===== src/rtl/count_mon_y_if.sv =====
// Calendar bus between the month/year/century counter and its neighbours:
// strobes coming in, calendar context going back out.
interface count_mon_y_if;
  logic       pulse_mon;
  logic       btn_mode;
  logic       btn_inc;
  logic [3:0] cnt_mon;
  logic [6:0] cnt_y;
  logic [6:0] cnt_c;
  logic       leap;
  logic [4:0] dim;
  logic [1:0] set_state;
  logic       pulse_c;

  // Master side: the day counter / button logic driving the strobes
  modport master (
    output pulse_mon, btn_mode, btn_inc,
    input  cnt_mon, cnt_y, cnt_c, leap, dim, set_state, pulse_c
  );

  // Slave side: the month/year/century counter itself
  modport slave (
    input  pulse_mon, btn_mode, btn_inc,
    output cnt_mon, cnt_y, cnt_c, leap, dim, set_state, pulse_c
  );
endinterface


===== src/rtl/count_mon_y.sv =====
// Month / year-in-century / century counter for the century clock.
// Advances on the day counter's month-rollover strobe while running, and
// owns the set-mode FSM that lets the user adjust each field by hand.
module count_mon_y #(
  parameter int RST_MON = 1,
  parameter int RST_Y   = 0,
  parameter int RST_C   = 20,
  parameter int Y_MAX   = 99,
  parameter int C_MAX   = 99
) (
  input  logic         clk,
  input  logic         rst_n,
  count_mon_y_if.slave bus
);

  typedef enum logic [1:0] {
    RUN     = 2'd0,
    SET_MON = 2'd1,
    SET_Y   = 2'd2,
    SET_C   = 2'd3
  } state_t;

  localparam logic [3:0] RST_MON_V = 4'(RST_MON);
  localparam logic [6:0] RST_Y_V   = 7'(RST_Y);
  localparam logic [6:0] RST_C_V   = 7'(RST_C);
  localparam logic [6:0] Y_MAX_V   = 7'(Y_MAX);
  localparam logic [6:0] C_MAX_V   = 7'(C_MAX);

  state_t     state_q, state_d;
  logic [3:0] mon_q, mon_d;
  logic [6:0] y_q, y_d;
  logic [6:0] c_q, c_d;
  logic       pc_q, pc_d;
  logic       inc_ok;

  // A mode press in the same cycle as an increment press swallows the increment
  assign inc_ok = bus.btn_inc && !bus.btn_mode;

  // Set-mode FSM next state: cycles through the fields on each mode press
  always_comb begin
    state_d = state_q;
    if (bus.btn_mode) begin
      case (state_q)
        RUN:     state_d = SET_MON;
        SET_MON: state_d = SET_Y;
        SET_Y:   state_d = SET_C;
        SET_C:   state_d = RUN;
      endcase
    end
  end

  // Counter next values: full carry chain when running, single-field wrap when setting
  always_comb begin
    mon_d = mon_q;
    y_d   = y_q;
    c_d   = c_q;
    pc_d  = 1'b0;
    case (state_q)
      RUN: begin
        if (bus.pulse_mon) begin
          if (mon_q >= 4'd12) begin
            mon_d = 4'd1;
            if (y_q >= Y_MAX_V) begin
              y_d = 7'd0;
              if (c_q >= C_MAX_V) begin
                c_d  = 7'd0;
                pc_d = 1'b1;
              end else begin
                c_d = c_q + 7'd1;
              end
            end else begin
              y_d = y_q + 7'd1;
            end
          end else begin
            mon_d = mon_q + 4'd1;
          end
        end
      end
      SET_MON: begin
        if (inc_ok) mon_d = (mon_q >= 4'd12) ? 4'd1 : mon_q + 4'd1;
      end
      SET_Y: begin
        if (inc_ok) y_d = (y_q >= Y_MAX_V) ? 7'd0 : y_q + 7'd1;
      end
      SET_C: begin
        if (inc_ok) c_d = (c_q >= C_MAX_V) ? 7'd0 : c_q + 7'd1;
      end
    endcase
  end

  // State and counter registers with asynchronous active-low reset
  always_ff @(posedge clk or negedge rst_n) begin
    if (!rst_n) begin
      state_q <= RUN;
      mon_q   <= RST_MON_V;
      y_q     <= RST_Y_V;
      c_q     <= RST_C_V;
      pc_q    <= 1'b0;
    end else begin
      state_q <= state_d;
      mon_q   <= mon_d;
      y_q     <= y_d;
      c_q     <= c_d;
      pc_q    <= pc_d;
    end
  end

  // Gregorian leap rule: divisible by 4, except century years not divisible by 400
  always_comb begin
    bus.leap = (y_q[1:0] == 2'd0) && ((y_q != 7'd0) || (c_q[1:0] == 2'd0));
  end

  // Days in the current month, fed straight from the registered counters
  always_comb begin
    bus.dim = 5'd31;
    case (mon_q)
      4'd4, 4'd6, 4'd9, 4'd11: bus.dim = 5'd30;
      4'd2:                    bus.dim = bus.leap ? 5'd29 : 5'd28;
      default:                 bus.dim = 5'd31;
    endcase
  end

  assign bus.cnt_mon   = mon_q;
  assign bus.cnt_y     = y_q;
  assign bus.cnt_c     = c_q;
  assign bus.set_state = state_q;
  assign bus.pulse_c   = pc_q;

endmodule


===== src/flat_wrapper.sv =====
// flat-port wrapper written by rule: the top's interface ports become plain ports
module count_mon_y_flat 
#(
  parameter int RST_MON = 1,
  parameter int RST_Y   = 0,
  parameter int RST_C   = 20,
  parameter int Y_MAX   = 99,
  parameter int C_MAX   = 99
)
  (clk, rst_n, bus_pulse_mon, bus_btn_mode, bus_btn_inc, bus_cnt_mon, bus_cnt_y, bus_cnt_c, bus_leap, bus_dim, bus_set_state, bus_pulse_c);
  count_mon_y_if bus_i ();
  input  logic clk;
  input  logic rst_n;
  input wire logic [$bits(bus_i.pulse_mon)-1:0] bus_pulse_mon;
  input wire logic [$bits(bus_i.btn_mode)-1:0] bus_btn_mode;
  input wire logic [$bits(bus_i.btn_inc)-1:0] bus_btn_inc;
  output wire logic [$bits(bus_i.cnt_mon)-1:0] bus_cnt_mon;
  output wire logic [$bits(bus_i.cnt_y)-1:0] bus_cnt_y;
  output wire logic [$bits(bus_i.cnt_c)-1:0] bus_cnt_c;
  output wire logic [$bits(bus_i.leap)-1:0] bus_leap;
  output wire logic [$bits(bus_i.dim)-1:0] bus_dim;
  output wire logic [$bits(bus_i.set_state)-1:0] bus_set_state;
  output wire logic [$bits(bus_i.pulse_c)-1:0] bus_pulse_c;
  assign bus_i.pulse_mon = bus_pulse_mon;
  assign bus_i.btn_mode = bus_btn_mode;
  assign bus_i.btn_inc = bus_btn_inc;
  assign bus_cnt_mon = bus_i.cnt_mon;
  assign bus_cnt_y = bus_i.cnt_y;
  assign bus_cnt_c = bus_i.cnt_c;
  assign bus_leap = bus_i.leap;
  assign bus_dim = bus_i.dim;
  assign bus_set_state = bus_i.set_state;
  assign bus_pulse_c = bus_i.pulse_c;
  count_mon_y #(.RST_MON(RST_MON), .RST_Y(RST_Y), .RST_C(RST_C), .Y_MAX(Y_MAX), .C_MAX(C_MAX)) u_core (.clk(clk), .rst_n(rst_n), .bus(bus_i));
endmodule

===== config.mk =====
export PLATFORM = sky130hd
export DESIGN_NAME = count_mon_y_flat
export DESIGN_NICKNAME = d
export VERILOG_FILES = /design/src/rtl/count_mon_y_if.sv /design/src/rtl/count_mon_y.sv /design/src/flat_wrapper.sv
export SDC_FILE = /design/constraint.sdc
export NUM_CORES = 1
export LEC_CHECK = 0
export CAP_MARGIN = 25
export CORE_MARGIN = 8
export CORE_UTILIZATION = 45
export CTS_BUF_LIST = sky130_fd_sc_hd__clkbuf_16
export CTS_CLUSTER_DIAMETER = 60
export DETAILED_ROUTE_END_ITERATION = 6
export HOLD_SLACK_MARGIN = 0.03
export PLACE_DENSITY_LB_ADDON = 0.2
export SLEW_MARGIN = 20
export SYNTH_ARGS = -nofsm -noshare
export SYNTH_HDL_FRONTEND = slang
export SYNTH_SLANG_ARGS = --single-unit

===== constraint.sdc =====
create_clock -name clk -period 2.1 [get_ports clk]
set_input_delay 0.42 -clock clk [delete_from_list [all_inputs] [get_ports clk]]
set_output_delay 0.42 -clock clk [all_outputs]
set_load 0.01 [all_outputs]

# [After elaboration in Yosys (flattened, before gate mapping)]
# Cells that the tools add are included.
[totals] elab_cells=63 reg_bits=21
[classes] muxes=23 eq_ne=14 addsub=3 n_reduce_logical=15 n_lt_le_gt_ge=3
[op_table] op="two-way mux 7 bit" count=9
[op_table] op="case mux 7 bit (2 select lines)" count=2
[op_table] op="adder 7 x 1 -> 7 bit, second input constant" count=2
[op_table] op="greater-or-equal comparator 7 bit, second input constant" count=2
[op_table] op="two-way mux 4 bit" count=3
[op_table] op="inequality test 2 x 1 -> 1 bit, second input constant" count=5
[op_table] op="case mux 5 bit (2 select lines)" count=1
[op_table] op="equality test 4 x 3 -> 1 bit, second input constant" count=2
[op_table] op="equality test 4 bit, second input constant" count=2
[op_table] op="case mux 2 bit (4 select lines)" count=1
[op_table] op="case mux 4 bit (2 select lines)" count=1
[op_table] op="nonzero test 7 bit" count=1
[op_table] op="logical NOT 2 bit" count=3
[op_table] op="two-way mux 1 bit" count=6
[op_table] op="nonzero test 2 bit" count=3
[op_table] op="AND reduction 5 bit" count=1
[op_table] op="adder 4 x 1 -> 4 bit, second input constant" count=1
[op_table] op="equality test 2 bit, second input constant" count=2
[op_table] op="equality test 4 x 2 -> 1 bit, second input constant" count=1
[op_table] op="greater-or-equal comparator 4 bit, second input constant" count=1
[op_table] op="AND reduction 4 bit" count=1
[op_table] op="OR reduction 4 bit" count=1
[op_table] op="AND reduction 3 bit" count=1
[op_table] op="equality test 2 x 1 -> 1 bit, second input constant" count=1
[op_table] op="other kinds (4)" count=5

# [Logic depth before layout (Yosys ltp)]
[depth] word_depth=6 depth_mapped=7 depth_no_buf=6

# [Worst setup path before layout]
# OpenSTA, ideal clock, no wires.
[synth_path] path_kind="register -> output" from="register u_core.c_q[0] (netlist: u_core.bus.cnt_c[0])" to="output bus_dim[0]" t_arrival_ns=1.300 stages_incl_launch_ff=7 path_slack_ns=0.380 path_cell_list="dfrtp_1 inv_1 ha_1 nor3_1 a21boi_1 o21ai_0 o21ai_1"
[synth_via] elab_chain_cells=5
[synth_lines] item="from (decl)" line="count_mon_y.sv:32" source="logic [6:0] c_q, c_d;"
[synth_lines] item="from (signal assigned)" line="count_mon_y.sv:97" source="c_q <= RST_C_V;"
[synth_lines] item="from (signal assigned)" line="count_mon_y.sv:103" source="c_q <= c_d;"
[synth_lines] item="logical NOT 2 bit" line="count_mon_y.sv:110" source="bus.leap = (y_q[1:0] == 2'd0) && ((y_q != 7'd0) || (c_q[1:0] == 2'd0));"
[synth_lines] item="logical OR 1 bit" line="count_mon_y.sv:110"
[synth_lines] item="logical AND 1 bit" line="count_mon_y.sv:110"
[synth_lines] item="named net bus_leap" line="flat_wrapper.sv:20" source="output wire logic [$bits(bus_i.leap)-1:0] bus_leap;"
[synth_lines] item="two-way mux 1 bit" line="count_mon_y.sv:118" source="4'd2: bus.dim = bus.leap ? 5'd29 : 5'd28;"
[synth_lines] item="case mux 5 bit (2 select lines)" line="count_mon_y.sv:116" source="case (mon_q)"
[synth_lines] item="to (decl)" line="flat_wrapper.sv:21" source="output wire logic [$bits(bus_i.dim)-1:0] bus_dim;"
# The timed path passes the listed nets, and every way through them passes these cells.

# [Worst setup path after layout]
[layout_path] from="register u_core.mon_q[0] (netlist: u_core.bus.cnt_mon[0])" to="output bus_dim[1]"
[layout_via] elab_chain_cells=3 word_cells_on_any_way=7
[layout_lines] item="from (decl)" line="count_mon_y.sv:30" source="logic [3:0] mon_q, mon_d;"
[layout_lines] item="from (signal assigned)" line="count_mon_y.sv:101" source="mon_q <= mon_d;"
[layout_lines] item="equality test 4 x 3 -> 1 bit or equality test 4 bit (tied branches)" line="count_mon_y.sv:116"
[layout_lines] item="OR reduction 4 bit" line="count_mon_y.sv:116"
[layout_lines] item="case mux 5 bit (2 select lines) *" line="count_mon_y.sv:116"
# Mark *: on every way between the ends. The rest lies on a longest branch, timed or not.

==> results.py <==
metrics = {
    "layout": {
        "regArea_sq_um": 529,
        "drive_gt1_share_pct": 16.1,
        "fin_util_pct": 62.5,
        "design_area_sq_um": 1880,
        "final_nets": 204,
        "multi_input_area_sq_um": 808,
        "area_growth_pct": 34.0,
        "diodes": 0,
        "fill_cells": 250,
    },
    "detailed_routing": {
        "finalWirelength_um": 3430,
        "vias": 1249,
        "drt_first_pass_iters": 4,
        "wl_per_cell_um": 15.7,
        "drtIter0Drc": 57,
        "drc": 0,
        "vias_per_cell": 5.70,
        "ant_nets": 0,
    },
    "grt": {
        "antenna_found_initial": 0,
        "grt.met3_usage_pct": 3.63,
        "grt_pass1_wl_um": 5860,
        "top_usage_layer": "met2",
        "grt_max_degree": 22,
        "met1_usage_pct": 15.9,
        "grt_usage_pct": 13.9,
        "overflow": 0,
        "grt_pass1_vias": 1304,
        "gr-usage-met2_pct": 24.7,
    },
    "pwr": {
        "irDropWorstVdd_mv": 0.704,
        "p_leak_nw": 0.838,
        "total_power_mw": 2.93,
        "power_density_nw_per_um2": 1560,
    },
    "logic_synthesis": {
        "synth_common_cells": "dfrtp_1, inv_1, ha_1",
        "synth-edff-count": 0,
        "yosysTopAreaCell": "dfrtp_1",
        "synth_xor_area_share_pct": 0,
        "synth_compound_area_share_pct": 25.0,
        "synth-main-ff-cell": "dfrtp_1",
        "synth_top_area_share_pct": 32.2,
        "avgSynthCellArea_sq_um": 9.79,
        "synthArstFlopShare_pct": 100,
        "synth_fa_ha_area_share_pct": 10.7,
        "synth_top_family_by_area": "compound AO/OA/AOI/OAI gates",
        "ys_seq_elements": 21,
        "synth_area_leaders": "dfrtp_1, ha_1, dfstp_2, o211ai_1, inv_1",
        "synth_area_sq_um": 1400,
        "ys_types": 40,
        "ys_seq_area_share_pct": 37.8,
        "synth_warnings": 0,
        "yosysMostFrequentCell": "dfrtp_1",
        "synthMuxAreaShare_pct": 3.66,
        "syn_inst": 143,
        "synth-simple-area-share_pct": 16.9,
    },
    "cts": {
        "clock-sinks": 21,
        "clk_pin_slew_worst_paths_ns": 0.06,
        "post_cts_buffers": 0,
        "clk_latency_ns": 0.25,
        "hold_buffers": 0,
        "clockRootBuffer": "clkbuf_16",
        "h-tree-depth": 1,
        "clockBufferDepth": 2,
        "cts_tree": "done",
        "cts-buffers-inserted": 3,
    },
    "min_path": {
        "hold_path.class": "in -> async",
    },
    "setup_path": {
        "crit_type": "reg -> out",
        "cp.required_ns": 1.68,
        "startpoint_type": "flop",
        "path_max_fanout": 3,
        "critPathArrivalTime_ns": 1.57,
        "cp-end-kind": "output port",
    },
    "timing": {
        "period_share_pct": 94.6,
        "whs_ns": 0.515,
        "fmax_ghz": 0.503,
        "rsz0062_at_grt": "no",
        "hold_viol_final": 0,
        "setup_viol": 0,
        "setup_tns_ns": 0,
        "period_minus_slack_ns": 1.99,
        "skew_ns": 0.00235,
        "final_max_slew_viol_count": 0,
    },
    "die": {
        "fp.coreArea_sq_um": 3000,
        "die_x_um": 71.8,
        "die_h_um": 71.8,
        "io-pin-count": 32,
        "dieArea_sq_um": 5150,
        "initial_core_util_pct": 46.6,
        "rows": 20,
    },
    "place": {
        "dp_hpwl_um": 2630,
        "placed_cell_area_sq_um": 1800,
        "globalplace.congestion": 0.830,
        "port_buffers": 28,
    },
    "run": {
        "maxCapViolCount": 0,
    },
    "status": {
        "status": "completed",
    },
}
## routing by layer
layer | share of wire [%] | vias to the layer above
met2 | 50 | 30
met3 | 5.5 | 4
met1 | 44 | 607
met4 | 0.76 | 0
met5 | 0 | -
li1 | - | 608
## kinds of logic (layout without fill, tap and decap cells)
logic type | count (synthesis) | in the layout
other | 1 | 3
muxes | 5 | 5
AOI/OAI and AO/OA | 45 | 45
and+or+nand+nor | 42 | 42
buffers and inverters | 17 | 58
adders and majority gates | 12 | 12
DFF | 21 | 21
## layout make-up
class | instances | share of cell area (%)
sequential | 21 | 28.2
timing repair buffer | 41 | 19.7
tap | 33 | 2.20
inverter | 13 | 2.60
clock inverter | 1 | 0.200
clock buffer | 3 | 4.00
multi-input combinational | 107 | 43.1
## layout by cell type (no fill, tap or decap), types with 2 or more instances in the layout
cell type         n
clkdlybuf4s50_1  25
dfrtp_1          18
inv_1            14
buf_4            13
ha_1             12
nand2_1          10
o211ai_1          8
and3_1            7
o21ai_0           5
nor2_1            5
o21ai_1           4
nand2b_1          4
mux2i_1           4
a21oi_2           3
nor3_1            3
nand3_1           3
nor2b_1           3
a22o_1            3
a21oi_1           3
o2bb2ai_1         3
o221ai_1          3
conb_1            3
clkbuf_16         3
dfstp_2           3
o21a_1            2
a32o_1            2
dlygate4sd2_1     2
## path summary, 6_finish.rpt
kind,from,to,slack (ns),cells past startpoint
setup reg to reg,u_core.bus.set_state[0],u_core.bus.cnt_c[0],0.24,7
setup / recovery,u_core.bus.cnt_mon[0],bus_dim[1],0.11,5
max in group asynchronous,rst_n,u_core.bus.cnt_mon[0],1.31,2
hold reg to reg,u_core.bus.cnt_c[1],u_core.bus.cnt_c[1],0.56,2
hold / removal,rst_n,u_core.bus.cnt_c[3],0.52,2
min in group clk,u_core.bus.cnt_c[1],u_core.bus.cnt_c[1],0.56,2
## report_power, final
group	switching (mW)	total [mW]	internal (mW)
logic	0.862	1.71	0.851
clock network	0.155	0.409	0.254
registers	0.219	0.812	0.593
## flip-flops by register name (all words and copies together), names as in the netlist
register              flops
u_core.bus.cnt_c          7
u_core.bus.pulse_c        1
u_core.bus.cnt_mon        4
u_core.bus.cnt_y          7
u_core.bus.set_state      2
## critical path, stage by stage (launching register included)
cell and delay [ns]:
dfstp_2 0.37, inv_1 0.09, ha_1 0.18, inv_1 0.06, or3_1 0.32, dlygate4sd2_1 0.29
## per-stage QoR
step,cells,setup WS (ns)
floorplan,145,0.380
global placement,215,0.0258
detailed placement,215,-0.0275
CTS,219,0.00575
global route,219,0.0413
finish,219,0.113
## timing repair
item | CTS | global route
setup endpoints to repair | 3 | 1
pin swaps | 0 | 0
hold endpoints to repair | 0 | 0
gates resized for setup | 5 | 4
(Power assumes the default switching activity.)
